==> config.mk <==
export PLATFORM = sky130hd
export DESIGN_NAME = counter_modn
export DESIGN_NICKNAME = d
export VERILOG_FILES = /design/src/rtl/counter_modn.sv
export SDC_FILE = /design/constraint.sdc
export NUM_CORES = 1
export LEC_CHECK = 0
export BUFFER_PORTS_ARGS = -buffer_cell sky130_fd_sc_hd__buf_2
export CORE_MARGIN = 8
export CORE_UTILIZATION = 60
export DETAILED_ROUTE_END_ITERATION = 8
export GPL_TIMING_DRIVEN = 0
export PLACE_DENSITY = 0.8
export SYNTH_ARGS = -nofsm -noshare
export SYNTH_HDL_FRONTEND = slang
export SYNTH_SLANG_ARGS = --single-unit
export TNS_END_PERCENT = 1
==> constraint.sdc <==
create_clock -name clock -period 12.7 [get_ports clock]
set_input_delay 1.905 -clock clock [delete_from_list [all_inputs] [get_ports clock]]
set_output_delay 1.905 -clock clock [all_outputs]
set_load 0.02 [all_outputs]
==> src/rtl/counter_modn.sv <==
// Modulo-N up/down counter with setting mode, parallel load, cascade carry,
// early-warning pre-carry and registered BCD digits. One instance serves as a
// seconds, minutes or hours digit pair; carry_out feeds the next stage's enable.
module counter_modn #(
   parameter int unsigned MODULUS       = 60,
   parameter int unsigned WIDTH         = 7,
   parameter int unsigned PRECARRY_LEAD = 1
) (
   input  logic             clock,
   input  logic             reset,
   input  logic             enable,
   input  logic             down,
   input  logic             set_mode,
   input  logic             set_inc,
   input  logic             set_dec,
   input  logic             load,
   input  logic [WIDTH-1:0] load_data,
   output logic [WIDTH-1:0] count,
   output logic [3:0]       count_tens,
   output logic [3:0]       count_ones,
   output logic             carry_out,
   output logic             pre_carry
);

   localparam logic [WIDTH-1:0] MaxVal    = WIDTH'(MODULUS - 1);
   localparam logic [3:0]       MaxTens   = 4'((MODULUS - 1) / 10);
   localparam logic [3:0]       MaxOnes   = 4'((MODULUS - 1) % 10);
   localparam bit               PreEnable = (MODULUS - 1) >= (PRECARRY_LEAD + 1);
   // Lowest count at which pre_carry is raised when counting up
   localparam logic [WIDTH-1:0] UpLo      =
      PreEnable ? WIDTH'(MODULUS - 1 - PRECARRY_LEAD) : '0;
   // Highest count at which pre_carry is raised when counting down
   localparam logic [WIDTH-1:0] DnHi      = WIDTH'(PRECARRY_LEAD);

   logic [WIDTH-1:0] count_q, count_d;
   logic [3:0]       tens_q, tens_d;
   logic [3:0]       ones_q, ones_d;
   logic             pre_carry_q, pre_carry_d;

   logic [WIDTH-1:0] load_sat;
   logic [7:0]       load_rem;
   logic [3:0]       load_tens;
   logic [3:0]       load_ones;
   logic             step_up, step_dn;
   logic             terminal;

   // Saturate the load value and split it into BCD by repeated subtraction
   always_comb begin
      load_sat  = (load_data > MaxVal) ? MaxVal : load_data;
      load_rem  = 8'(load_sat);
      load_tens = '0;
      for (int i = 0; i < 9; i++) begin
         if (load_rem >= 8'd10) begin
            load_rem  = load_rem - 8'd10;
            load_tens = load_tens + 4'd1;
         end
      end
      load_ones = load_rem[3:0];
   end

   // Decode a single up/down step from the active mode; load suppresses stepping
   always_comb begin
      step_up = 1'b0;
      step_dn = 1'b0;
      if (!load) begin
         if (set_mode) begin
            step_up = set_inc & ~set_dec;
            step_dn = set_dec & ~set_inc;
         end else begin
            step_up = enable & ~down;
            step_dn = enable & down;
         end
      end
   end

   // Zero-latency cascade pulse on the edge that performs a run-mode wrap
   always_comb begin
      terminal  = down ? (count_q == '0) : (count_q == MaxVal);
      carry_out = ~reset & ~load & ~set_mode & enable & terminal;
   end

   // Next binary count and BCD digits, kept in lock-step
   always_comb begin
      count_d = count_q;
      tens_d  = tens_q;
      ones_d  = ones_q;
      if (load) begin
         count_d = load_sat;
         tens_d  = load_tens;
         ones_d  = load_ones;
      end else if (step_up) begin
         if (count_q == MaxVal) begin
            count_d = '0;
            tens_d  = '0;
            ones_d  = '0;
         end else begin
            count_d = count_q + WIDTH'(1);
            if (ones_q == 4'd9) begin
               ones_d = '0;
               tens_d = tens_q + 4'd1;
            end else begin
               ones_d = ones_q + 4'd1;
            end
         end
      end else if (step_dn) begin
         if (count_q == '0) begin
            count_d = MaxVal;
            tens_d  = MaxTens;
            ones_d  = MaxOnes;
         end else begin
            count_d = count_q - WIDTH'(1);
            if (ones_q == 4'd0) begin
               ones_d = 4'd9;
               tens_d = tens_q - 4'd1;
            end else begin
               ones_d = ones_q - 4'd1;
            end
         end
      end
   end

   // Pre-carry is derived from the next count so it never lags the count
   always_comb begin
      pre_carry_d = 1'b0;
      if (PreEnable) begin
         if (down) begin
            pre_carry_d = (count_d != '0) && (count_d <= DnHi);
         end else begin
            pre_carry_d = (count_d >= UpLo) && (count_d < MaxVal);
         end
      end
   end

   // State registers with synchronous reset
   always_ff @(posedge clock) begin
      if (reset) begin
         count_q     <= '0;
         tens_q      <= '0;
         ones_q      <= '0;
         pre_carry_q <= 1'b0;
      end else begin
         count_q     <= count_d;
         tens_q      <= tens_d;
         ones_q      <= ones_d;
         pre_carry_q <= pre_carry_d;
      end
   end

   assign count      = count_q;
   assign count_tens = tens_q;
   assign count_ones = ones_q;
   assign pre_carry  = pre_carry_q;

endmodule

After elaboration in Yosys (flattened, before gate mapping)
Cells that the tools add are included.
- register bits: 16
- input port bits: 15
- output and inout bits: 17
- add/sub/neg operators: 23
- magnitude comparators: 13
- equal/unequal tests: 3
- muxes and demuxes: 44
- bitwise operators: 14
- reduce and logical (&&, ||, !) cells: 8
- operators by type and width (cell ; number):
    $mux W4 ; 23
    $ge A8 B4 Y1 const B ; 8
    $mux W8 ; 8
    $sub A8 B4 Y8 const B ; 7
    $mux W7 ; 6
    $add A4 B1 Y4 const B ; 10
    $and A1 B1 Y1 ; 8
    $sub A4 B1 Y4 const B ; 2
    $sub A7 B4 Y8 const B ; 1
    $add A7 B1 Y7 const B ; 1
    $eq A7 B6 Y1 const B ; 1
    $ge A7 B4 Y1 const B ; 1
    $ge A7 B6 Y1 const B ; 1
    $gt A7 B6 Y1 const B ; 1
    $le A7 B1 Y1 const B ; 1
    $logic_not A7 Y1 ; 1
    $lt A7 B6 Y1 const B ; 1
    $mux W1 ; 7
    $reduce_bool A7 Y1 ; 1
    $sub A7 B1 Y7 const B ; 1
    $not A1 Y1 ; 6
    $eq A4 B4 Y1 const B ; 1
    $logic_not A4 Y1 ; 1
    $ne A4 B2 Y1 const B ; 1
    5 further kinds ; 6

Logic depth before layout (Yosys ltp)
Gate-level depths: netlist (run 1).
- word-level depth: 21
- gate-level depth with buffers: 47
- depth with buffers taken out: 45

Worst setup path after synthesis (run 1)
OpenSTA, ideal clock, no wires.
- kind: input-to-reg
- start: input load_data[6]
- end: register ones_q[3] (netlist: count_ones[3])
- library setup time: 0.062 ns
- arrival time: 9.770 ns
- required time: 12.638 ns
- path slack: 2.868 ns
- stages on the path: 43
- buffers on the path: 2
- path through: buf_2 > nor3_2 > inv_1 > ha_1 > nand4bb_2 > nand4_2 > inv_2 > xnor2_2 > inv_2 > ha_1 > nand2_1 > a21oi_4 > nor2_2 > nor2_4 > inv_2 > mux2_2 > ha_1 > nand3_1 > (+7 left out) > xnor2_1 > a21o_1 > a311oi_4 > mux2_4 > and2_1 > mux2_2 > a22oi_1 > o21ai_0 > inv_1 > ha_1 > nand4b_1 > a222oi_1 > or2_1 > buf_6 > mux2i_1 > ha_1 > or4_1 > nand3_1
- word-level cells in the longest chain between the ends: 21
- ends and longest elaborated chain (what ; RTL line ; RTL):
    start, declared ; 17 ; input logic [WIDTH-1:0] load_data,
    $gt A7 B6 Y1 ; 49 ; load_sat = (load_data > MaxVal) ? MaxVal : load_data;
    $mux W7 * ; 49 ;
    $sub A7 B4 Y8 or $ge A7 B4 Y1 (tied branches) ; 54, 53 ;
    $mux W8 * ; 53 ; if (load_rem >= 8'd10) begin
    $sub A8 B4 Y8 or $ge A8 B4 Y1 (tied branches) ; 54, 53 ;
    $mux W8 * ; 53 ;
    $sub A8 B4 Y8 or $ge A8 B4 Y1 (tied branches) ; 54, 53 ;
    $mux W8 * ; 53 ;
    (+5 left out) ; - ;
    $mux W8 * ; 53 ;
    $sub A8 B4 Y8 or $ge A8 B4 Y1 (tied branches) ; 54, 53 ;
    $mux W8 * ; 53 ;
    $sub A8 B4 Y8 or $ge A8 B4 Y1 (tied branches) ; 54, 53 ;
    $mux W8 * ; 53 ;
    $ge A8 B4 Y1 or $sub A4 B4 Y4 (tied branches) ; 53, 54 ;
    $mux W4 * ; 53 ;
    $mux W4 * ; 87 ; if (load) begin
    end signal, assigned ; 144 ; ones_q <= ones_d;
    end, declared ; 37 ; logic [3:0] ones_q, ones_d;
Every way passes the cells marked *; elsewhere a longest branch is shown, timed or not.
A chain may end at the register's enable or synchronous reset.

Final worst setup path (run 1)
- start: input load_data[4]
- end: register ones_q[3] (netlist: count_ones[3])
Same word-level chain as after synthesis.

==> results.ini, run 1 <==
[drt]
wire_per_inst_um=16.5
routed_wirelength_mm=10.7
drc=0
via_count=4293
drt_iter0_drc=270
antenna_left=0
firstDrtPassIters=5
via_per_inst=6.61

[final_layout]
fin_nets=611
multi_input_area_um2=3510
n_fill_cell=562
drive_above_1_share=0.166
regArea_um2=320
mostFrequentLayoutCell=nand2_1
num_antenna_cells=0
syn2layout_area_growth_pct=7.43
layout_common_cells=56 x nand2_1, 43 x nor2_1, 31 x buf_2

[floorplan]
die-area_um2=9520
io-pin-count=32
chipHeight_um=97.6
rows=29
coreArea_um2=6390
start_util=0.625
die_x_um=97.6

[worst_setup_path]
startpoint=load_data[4]
cp_slowest_cell=or4_1
rrSetupSlack_ps=9630
r2r_end=count_tens[3]
path_common_cell=ha_1
end_kind=flop
r2r-start=count[3]
rr_worst_depth=10
required_ps=12910
cp.arrival_ps=11100
critical_path_class=in2reg
startpoint_type=primary input
slowest_delay_ps=510
cp-endpoint=count_ones[3]
worstPathMaxFanout=10

[synthesis]
synthCells=539
ys_ff_latch=16
synth_simple_gate_area_frac=0.328
yosysWarnings=0
synth_xor_area_frac=0.102
synth_mux_area_frac=0.0539
synth_area_um2=3990
syn_avg_cell_area_um2=7.41
synth_top_family_by_area=simple AND/OR/NAND/NOR gates
synthDistinctLibCells=98
synth_compound_area_frac=0.323
synthAdderAreaFrac=0.0721
ys.flop_type=dfxtp_1
seq_area_frac_synth=0.0802
synthesis.nets=577
synth_edf_count=0
synth_async_sr_flop_share=0

[status]
status=finished clean

[timing]
fmax_ghz=0.0918
rsz0062_at_grt=no
worstMarginPinSlew_ps=912
hold_viol_final=0
fin_skew_ps=7.76
timing.slew.headroom=0.376
finalSetupViolCount=0
final_max_slew_viol_count=0
period_share=0.858
setup-tns-final_ps=0
min_period_ps=10900

[cts]
cts_buffers=3
insertion_delay_ps=260
cts_hold_buffers=0
tritoncts=done
cts_setup_buffers=0
cts_buffer_depth=2
htree_levels=1
cts_resized=0
cts.sinks=16
clk_pin_slew_worst_paths_ps=70
cts_root_buf=clkbuf_8

[global_routing]
grt_usage=0.221
grt_overflow=0
grt_start_max_net_pins=11
antenna_found_initial=0
grt_pass1_wl_mm=18.6
grt_pass1_vias=4050

[hold_path]
hold_class=reg2reg
hold_depth=2

[placement]
gp_congestion=0.922
port_buffers=29
dpl.hpwl_mm=8.47

[job]
max_cap_violations=0

[routing by layer]
metal	track usage	wire, µm	vias up
met4	0.0676	172	0
met1	0.277	4740	1999
met5	0	0	-
met2	0.380	5110	159
li1	-	-	2118
met3	0.0299	676	17
[sequential cells by signal, summed over array words and instances (netlist names)]
name	flops
pre_carry	1
count_ones	4
count_tens	4
count	7
[how the worst min path moves through the flow]
| stage | endpoint | slack (ps) | start |
|---|---|---|---|
| after global placement | count[6] | 620 | count[6] |
| final | count[6] | 650 | count[6] |
| after detailed placement | count[6] | 630 | count[6] |
| after global routing | count[6] | 680 | count[6] |
| after floorplan | count[6] | 670 | count[6] |
| after CTS | count[6] | 640 | count[6] |
[kinds of logic after synthesis]
group	count (synthesis)
and+or+nand+nor	236
buffers and inverters	38
adders and majority gates	23
AOI/OAI and AO/OA	167
DFF	16
xor gates and xnor gates	40
muxes	19
[critical path: cells and delay by family]
| kind | cells | cell delay, ps |
|---|---|---|
| AND/OR/NAND/NOR | 16 | 3190 |
| AO/OA/AOI/OAI | 7 | 1780 |
| adder cells (fa/ha/maj) | 6 | 1310 |
| multiplexers | 4 | 1150 |
| buffers and inverters | 8 | 1010 |
| XOR/XNOR | 3 | 730 |
[Yosys cell counts (6+ instances only)]
cell type,instances,share of area
a21o_1,7,0.013
nand2_1,56,0.053
nor2_1,43,0.040
a211oi_1,9,0.017
inv_1,17,0.016
and2_1,13,0.020
xnor2_1,25,0.055
clkbuf_1,12,0.011
mux2i_1,10,0.025
o22ai_1,9,0.014
nor3_1,16,0.020
o21ai_0,26,0.033
nor4_1,10,0.016
xor2_1,9,0.020
or3_1,6,0.0094
dfxtp_1,16,0.080
nand3_1,25,0.031
a31oi_1,7,0.011
ha_1,23,0.072
nor2b_1,14,0.022
a21oi_1,28,0.035
[through the flow]
step | area (µm²) | setup WS, ps | util | hold WS (ps) | std cells
6_report | 4290 | 1800 | 0.672 | 651 | 649
5_1_grt | 4290 | 1030 | 0.672 | 683 | 649
4_1_cts | 4290 | 1840 | 0.672 | 645 | 649
3_5_place_dp | 4230 | 1610 | 0.663 | 629 | 645
3_3_place_gp | 4230 | 1660 | 0.663 | 623 | 645
2_1_floorplan | 3990 | 2870 | - | 667 | 539
[cell type report]
type | instances | share of cell area
Buffer | 17 | 0.0190
Sequential cell | 16 | 0.0747
Timing Repair Buffer | 29 | 0.0338
Inverter | 21 | 0.0184
Multi-Input combinational cell | 485 | 0.819
Tap cell | 77 | 0.0225
Clock buffer | 4 | 0.0128
Power of run 1 is left out: the tool's default activity adds up to more than one toggle a clock period on the data nets, which glitch-free logic cannot reach.
==> run 2, diff against run 1 <==
PLACE_DENSITY = 0.83   (was 0.8)
==> run 2 against run 1 <==
Setup slack worse by 120 ps. Sequential cell count unchanged. Clock skew decreased by 4.7 ps. Global-route usage decreased by 0.51 points. Worst hold slack worse by 3.6 ps.
==> results.ini, run 2 (synthesized netlist as in run 1, its figures left out) <==
[status]
status=finished clean  ; unchanged

[timing]
fmax_ghz=0.0908  ; was 0.0918 GHz
period_share=0.868  ; was 0.858
final_max_slew_viol_count=0  ; unchanged
hold_slack_ps=648  ; was 651 ps
min_period_ps=11020  ; was 10900 ps
hold_viol_final=0  ; unchanged
rsz0062_at_grt=no  ; unchanged
worstMarginPinSlew_ps=825  ; was 912 ps
finalSetupViolCount=0  ; unchanged
setup-tns-final_ps=0  ; unchanged
timing.slew.headroom=0.447  ; was 0.376
fin_skew_ps=3.09  ; was 7.76 ps

[placement]
port_buffers=29  ; unchanged
gp_congestion=0.971  ; was 0.922
dp_cells=645  ; unchanged
dpl_cell_area_um2=4230  ; unchanged
dpl.hpwl_mm=8.50  ; was 8.47 mm

[final_layout]
syn2layout_area_growth_pct=7.08  ; was 7.43%
final_area_um2=4280  ; was 4290 µm²
largest_reg_flops=7  ; unchanged
fin_cells=648  ; was 649
layout_common_cells=56 x nand2_1, 43 x nor2_1, 31 x buf_2  ; unchanged
fin_nets=611  ; unchanged
mostFrequentLayoutCell=nand2_1  ; unchanged
drive_above_1_share=0.165  ; was 0.166
num_antenna_cells=0  ; unchanged

[cts]
htree_levels=1  ; unchanged
cts_hold_buffers=0  ; unchanged
cts_buffer_depth=2  ; unchanged
clk_pin_slew_worst_paths_ps=60  ; was 70 ps
cts_setup_buffers=0  ; unchanged
cts_buffers=3  ; unchanged
tritoncts=done  ; unchanged
insertion_delay_ps=250  ; was 260 ps
cts_resized=0  ; unchanged
cts_root_buf=clkbuf_8  ; unchanged
cts.sinks=16  ; unchanged

[worst_setup_path]
rrSetupSlack_ps=9760  ; was 9630 ps
critical_path_class=in2reg  ; unchanged
r2r-start=count[3]  ; unchanged
cpLargestDelayFamily=simple AND/OR/NAND/NOR gates  ; unchanged
cp_slowest_cell=or4_1  ; unchanged
slowest_delay_ps=520  ; was 510 ps
critical_path_buf_inv_count=8  ; unchanged
rr_worst_depth=9  ; was 10
worstPathMaxFanout=10  ; unchanged
r2r_end=count_tens[3]  ; unchanged
path_common_cell=ha_1  ; unchanged
end_kind=flop  ; unchanged
required_ps=12890  ; was 12910 ps
startpoint_type=primary input  ; unchanged
cp.arrival_ps=11210  ; was 11100 ps

[job]
max_cap_violations=0  ; unchanged

[drt]
via_count=4371  ; was 4293
routed_wirelength_mm=10.9  ; was 10.7 mm
antenna_left=0  ; unchanged
wire_per_inst_um=16.8  ; was 16.5 µm
firstDrtPassIters=5  ; unchanged
drc=0  ; unchanged
via_per_inst=6.75  ; was 6.61
drt_iter0_drc=339  ; was 270

[hold_path]
hold_depth=2  ; unchanged
worstHoldStart=count_tens[0]  ; was count[6]
holdPathEnd=count_tens[0]  ; was count[6]
hold_class=reg2reg  ; unchanged

[global_routing]
grt_usage=0.216  ; was 0.221
grt_pass1_wl_mm=18.4  ; was 18.6 mm
grt_start_max_net_pins=11  ; unchanged
grt_pass1_vias=4055  ; was 4050
grt_overflow=0  ; unchanged
antenna_found_initial=0  ; unchanged

[floorplan]
start_util=0.625  ; unchanged
die-area_um2=9520  ; unchanged
die_x_um=97.6  ; unchanged
io-pin-count=32  ; unchanged
coreArea_um2=6390  ; unchanged
rows=29  ; unchanged
chipHeight_um=97.6  ; unchanged

run 2: changes by cell type in the layout (fill, tap and decap cells not counted):
cell      previous run  this run
clkbuf_8             4         3
run 2: per-stage QoR:
stage,worst slack (ps),util
floorplan,2870,-
global placement,1750,0.663
detailed placement,1540,0.663
CTS,1750,0.669
global route,1020,0.669
finish,1680,0.669
run 2: final cells by class:
cell class / count / area (µm²)
clock buffers: 3 / 41.3
well taps: 77 / 96.3
multi-input cells: 485 / 3510
inverters: 21 / 78.8
repair buffers: 29 / 145
flip-flops and latches: 16 / 320
plain buffers: 17 / 81.3
fillers: 550 / 2110
run 2: metal layers:
| layer | vias to the layer above | track usage | share of wire | routed length (µm) |
|---|---|---|---|---|
| met5 | - | 0 | 0 | 0 |
| met3 | 18 | 0.0320 | 0.075 | 816 |
| met2 | 197 | 0.360 | 0.47 | 5090 |
| met4 | 0 | 0.0629 | 0.017 | 189 |
| met1 | 2034 | 0.279 | 0.44 | 4800 |
| li1 | 2122 | - | - | - |
run 2: worst max path at each step:
stage	startpoint	slack, ps	cells past startpoint	end
after global routing	load_data[4]	1020	44	count_ones[3]
after global placement	load_data[4]	1750	44	count_ones[3]
after detailed placement	load_data[4]	1540	44	count_ones[3]
after floorplan	load_data[6]	2870	43	count_ones[3]
after CTS	load_data[4]	1750	44	count_ones[3]
final	load_data[4]	1680	44	count_ones[3]
run 2: worst reg2reg max path, delay by kind of cell (launching register included):
family | cells | cell delay, ps
AO/OA/AOI/OAI | 4 | 1150
buffers and inverters | 2 | 620
flip-flops | 1 | 320
AND/OR/NAND/NOR | 3 | 730
Power of run 2 is left out for the same reason.
==> run 3, diff against run 2 <==
GPL_TIMING_DRIVEN = not set   (was 0)
==> run 3 against run 2 <==
Sequential cell count did not move. Non-clock buffer count shrank 14. Largest cell class unchanged. Clock skew down 1.2 ps.
==> results.ini, run 3 (synthesized netlist as in run 1, its figures left out) <==
[placement]
port_buffers=31  ; was 29
gp_congestion=0.921  ; was 0.971
dpl_cell_area_um2=4170  ; was 4230 µm²
dpl.hpwl_mm=8.57  ; was 8.50 mm

[drt]
antenna_left=0  ; unchanged
drc=0  ; unchanged
via_count=4334  ; was 4371
met3_wirelength_um=717  ; was 816 µm
top_layer=met4  ; unchanged
wire_per_inst_um=17.1  ; was 16.8 µm
drt_iter0_drc=292  ; was 339
met2_length_mm=5.42  ; was 5.09 mm
firstDrtPassIters=5  ; unchanged
via_per_inst=6.83  ; was 6.75
met1Wirelength_mm=4.65  ; was 4.80 mm
routed_wirelength_mm=10.9  ; about the same

[worst_setup_path]
r2r_end=count_tens[3]  ; unchanged
rr_worst_depth=8  ; was 9
cp_slowest_cell=or4_1  ; unchanged
cp-endpoint=count_ones[3]  ; unchanged
r2r-start=count[1]  ; was count[3]
startpoint=load_data[4]  ; unchanged
critical_path_class=in2reg  ; unchanged
required_ps=12900  ; was 12890 ps
slowest_delay_ps=530  ; was 520 ps
path_common_cell=ha_1  ; unchanged
worstPathMaxFanout=10  ; unchanged
end_kind=flop  ; unchanged
startpoint_type=primary input  ; unchanged
cp.arrival_ps=11230  ; was 11210 ps
rrSetupSlack_ps=9960  ; was 9760 ps

[final_layout]
mostFrequentLayoutCell=nand2_1  ; unchanged
largest_reg_flops=7  ; unchanged
layout_common_cells=56 x nand2_1, 43 x nor2_1, 31 x buf_2  ; unchanged
syn2layout_area_growth_pct=5.83  ; was 7.08%
fin_nets=597  ; was 611
num_antenna_cells=0  ; unchanged
utilization=0.662  ; was 0.669
final_area_um2=4230  ; was 4280 µm²
drive_above_1_share=0.168  ; was 0.165

[timing]
hold_slack_ps=687  ; was 648 ps
hold_viol_final=0  ; unchanged
timing.slew.headroom=0.467  ; was 0.447
fmax_ghz=0.0907  ; was 0.0908 GHz
setup-tns-final_ps=0  ; unchanged
worstMarginPinSlew_ps=796  ; was 825 ps
rsz0062_at_grt=no  ; unchanged
final_max_slew_viol_count=0  ; unchanged
period_share=0.868  ; about the same
min_period_ps=11030  ; was 11020 ps
finalSetupViolCount=0  ; unchanged
fin_skew_ps=1.90  ; was 3.09 ps

[hold_path]
hold_class=reg2reg  ; unchanged

[cts]
cts_hold_buffers=0  ; unchanged
htree_levels=1  ; unchanged
cts_buffer_depth=2  ; unchanged
cts_resized=0  ; unchanged
cts_root_buf=clkbuf_8  ; unchanged
cts_setup_buffers=0  ; unchanged
cts_buffers=3  ; unchanged
tritoncts=done  ; unchanged
insertion_delay_ps=260  ; was 250 ps
clk_pin_slew_worst_paths_ps=70  ; was 60 ps
cts.sinks=16  ; unchanged

[floorplan]
start_util=0.625  ; unchanged
die-area_um2=9520  ; unchanged
io-pin-count=32  ; unchanged
rows=29  ; unchanged
die_x_um=97.6  ; unchanged
coreArea_um2=6390  ; unchanged
chipHeight_um=97.6  ; unchanged

[global_routing]
antenna_found_initial=0  ; unchanged
grt_start_max_net_pins=34  ; was 11
grt_usage=0.217  ; was 0.216
grt_pass1_vias=4139  ; was 4055
grt_overflow=0  ; unchanged
grt_pass1_wl_mm=18.5  ; was 18.4 mm

[job]
max_cap_violations=0  ; unchanged

[status]
status=finished clean  ; unchanged

==> run 3: final cells by class <==
type | instances | area (µm²)
Timing Repair Buffer | 32 | 163
Multi-Input combinational cell | 485 | 3510
Sequential cell | 16 | 320
Clock buffer | 4 | 55.1
Fill cell | 556 | 2160
Inverter | 21 | 78.8
Tap cell | 77 | 96.3
==> run 3: how the worst min path moves through the flow <==
stage,startpoint,to,slack (ps),depth (start not counted)
2_1_floorplan,count[6],count[6],670,2
3_3_place_gp,count[6],count[6],640,2
3_5_place_dp,count[6],count[6],660,2
4_1_cts,count[6],count[6],680,2
5_1_grt,count_tens[0],count_tens[0],720,2
6_report,count_tens[0],count_tens[0],690,2
==> run 3: worst max-delay path, delay by kind of cell <==
kind	cells	cell delay (ps)
multiplexers	4	1210
AO/OA/AOI/OAI	7	1780
adder cells (fa/ha/maj)	6	1330
buffers and inverters	7	890
AND/OR/NAND/NOR	16	3370
XOR/XNOR	3	740
==> run 3: per-layer routing <==
metal  up-vias  global-route usage
met5         -                   0
met4         0              0.0524
met3        14              0.0370
met2       178               0.391
met1      2049               0.256
li1       2093                   -
==> run 3: stage by stage <==
step	worst slack (ps)	instances
2_1_floorplan	2870	539
4_1_cts	1740	635
5_1_grt	942	635
3_5_place_dp	1530	631
6_report	1670	635
3_3_place_gp	2050	631
Power of run 3 is left out for the same reason.
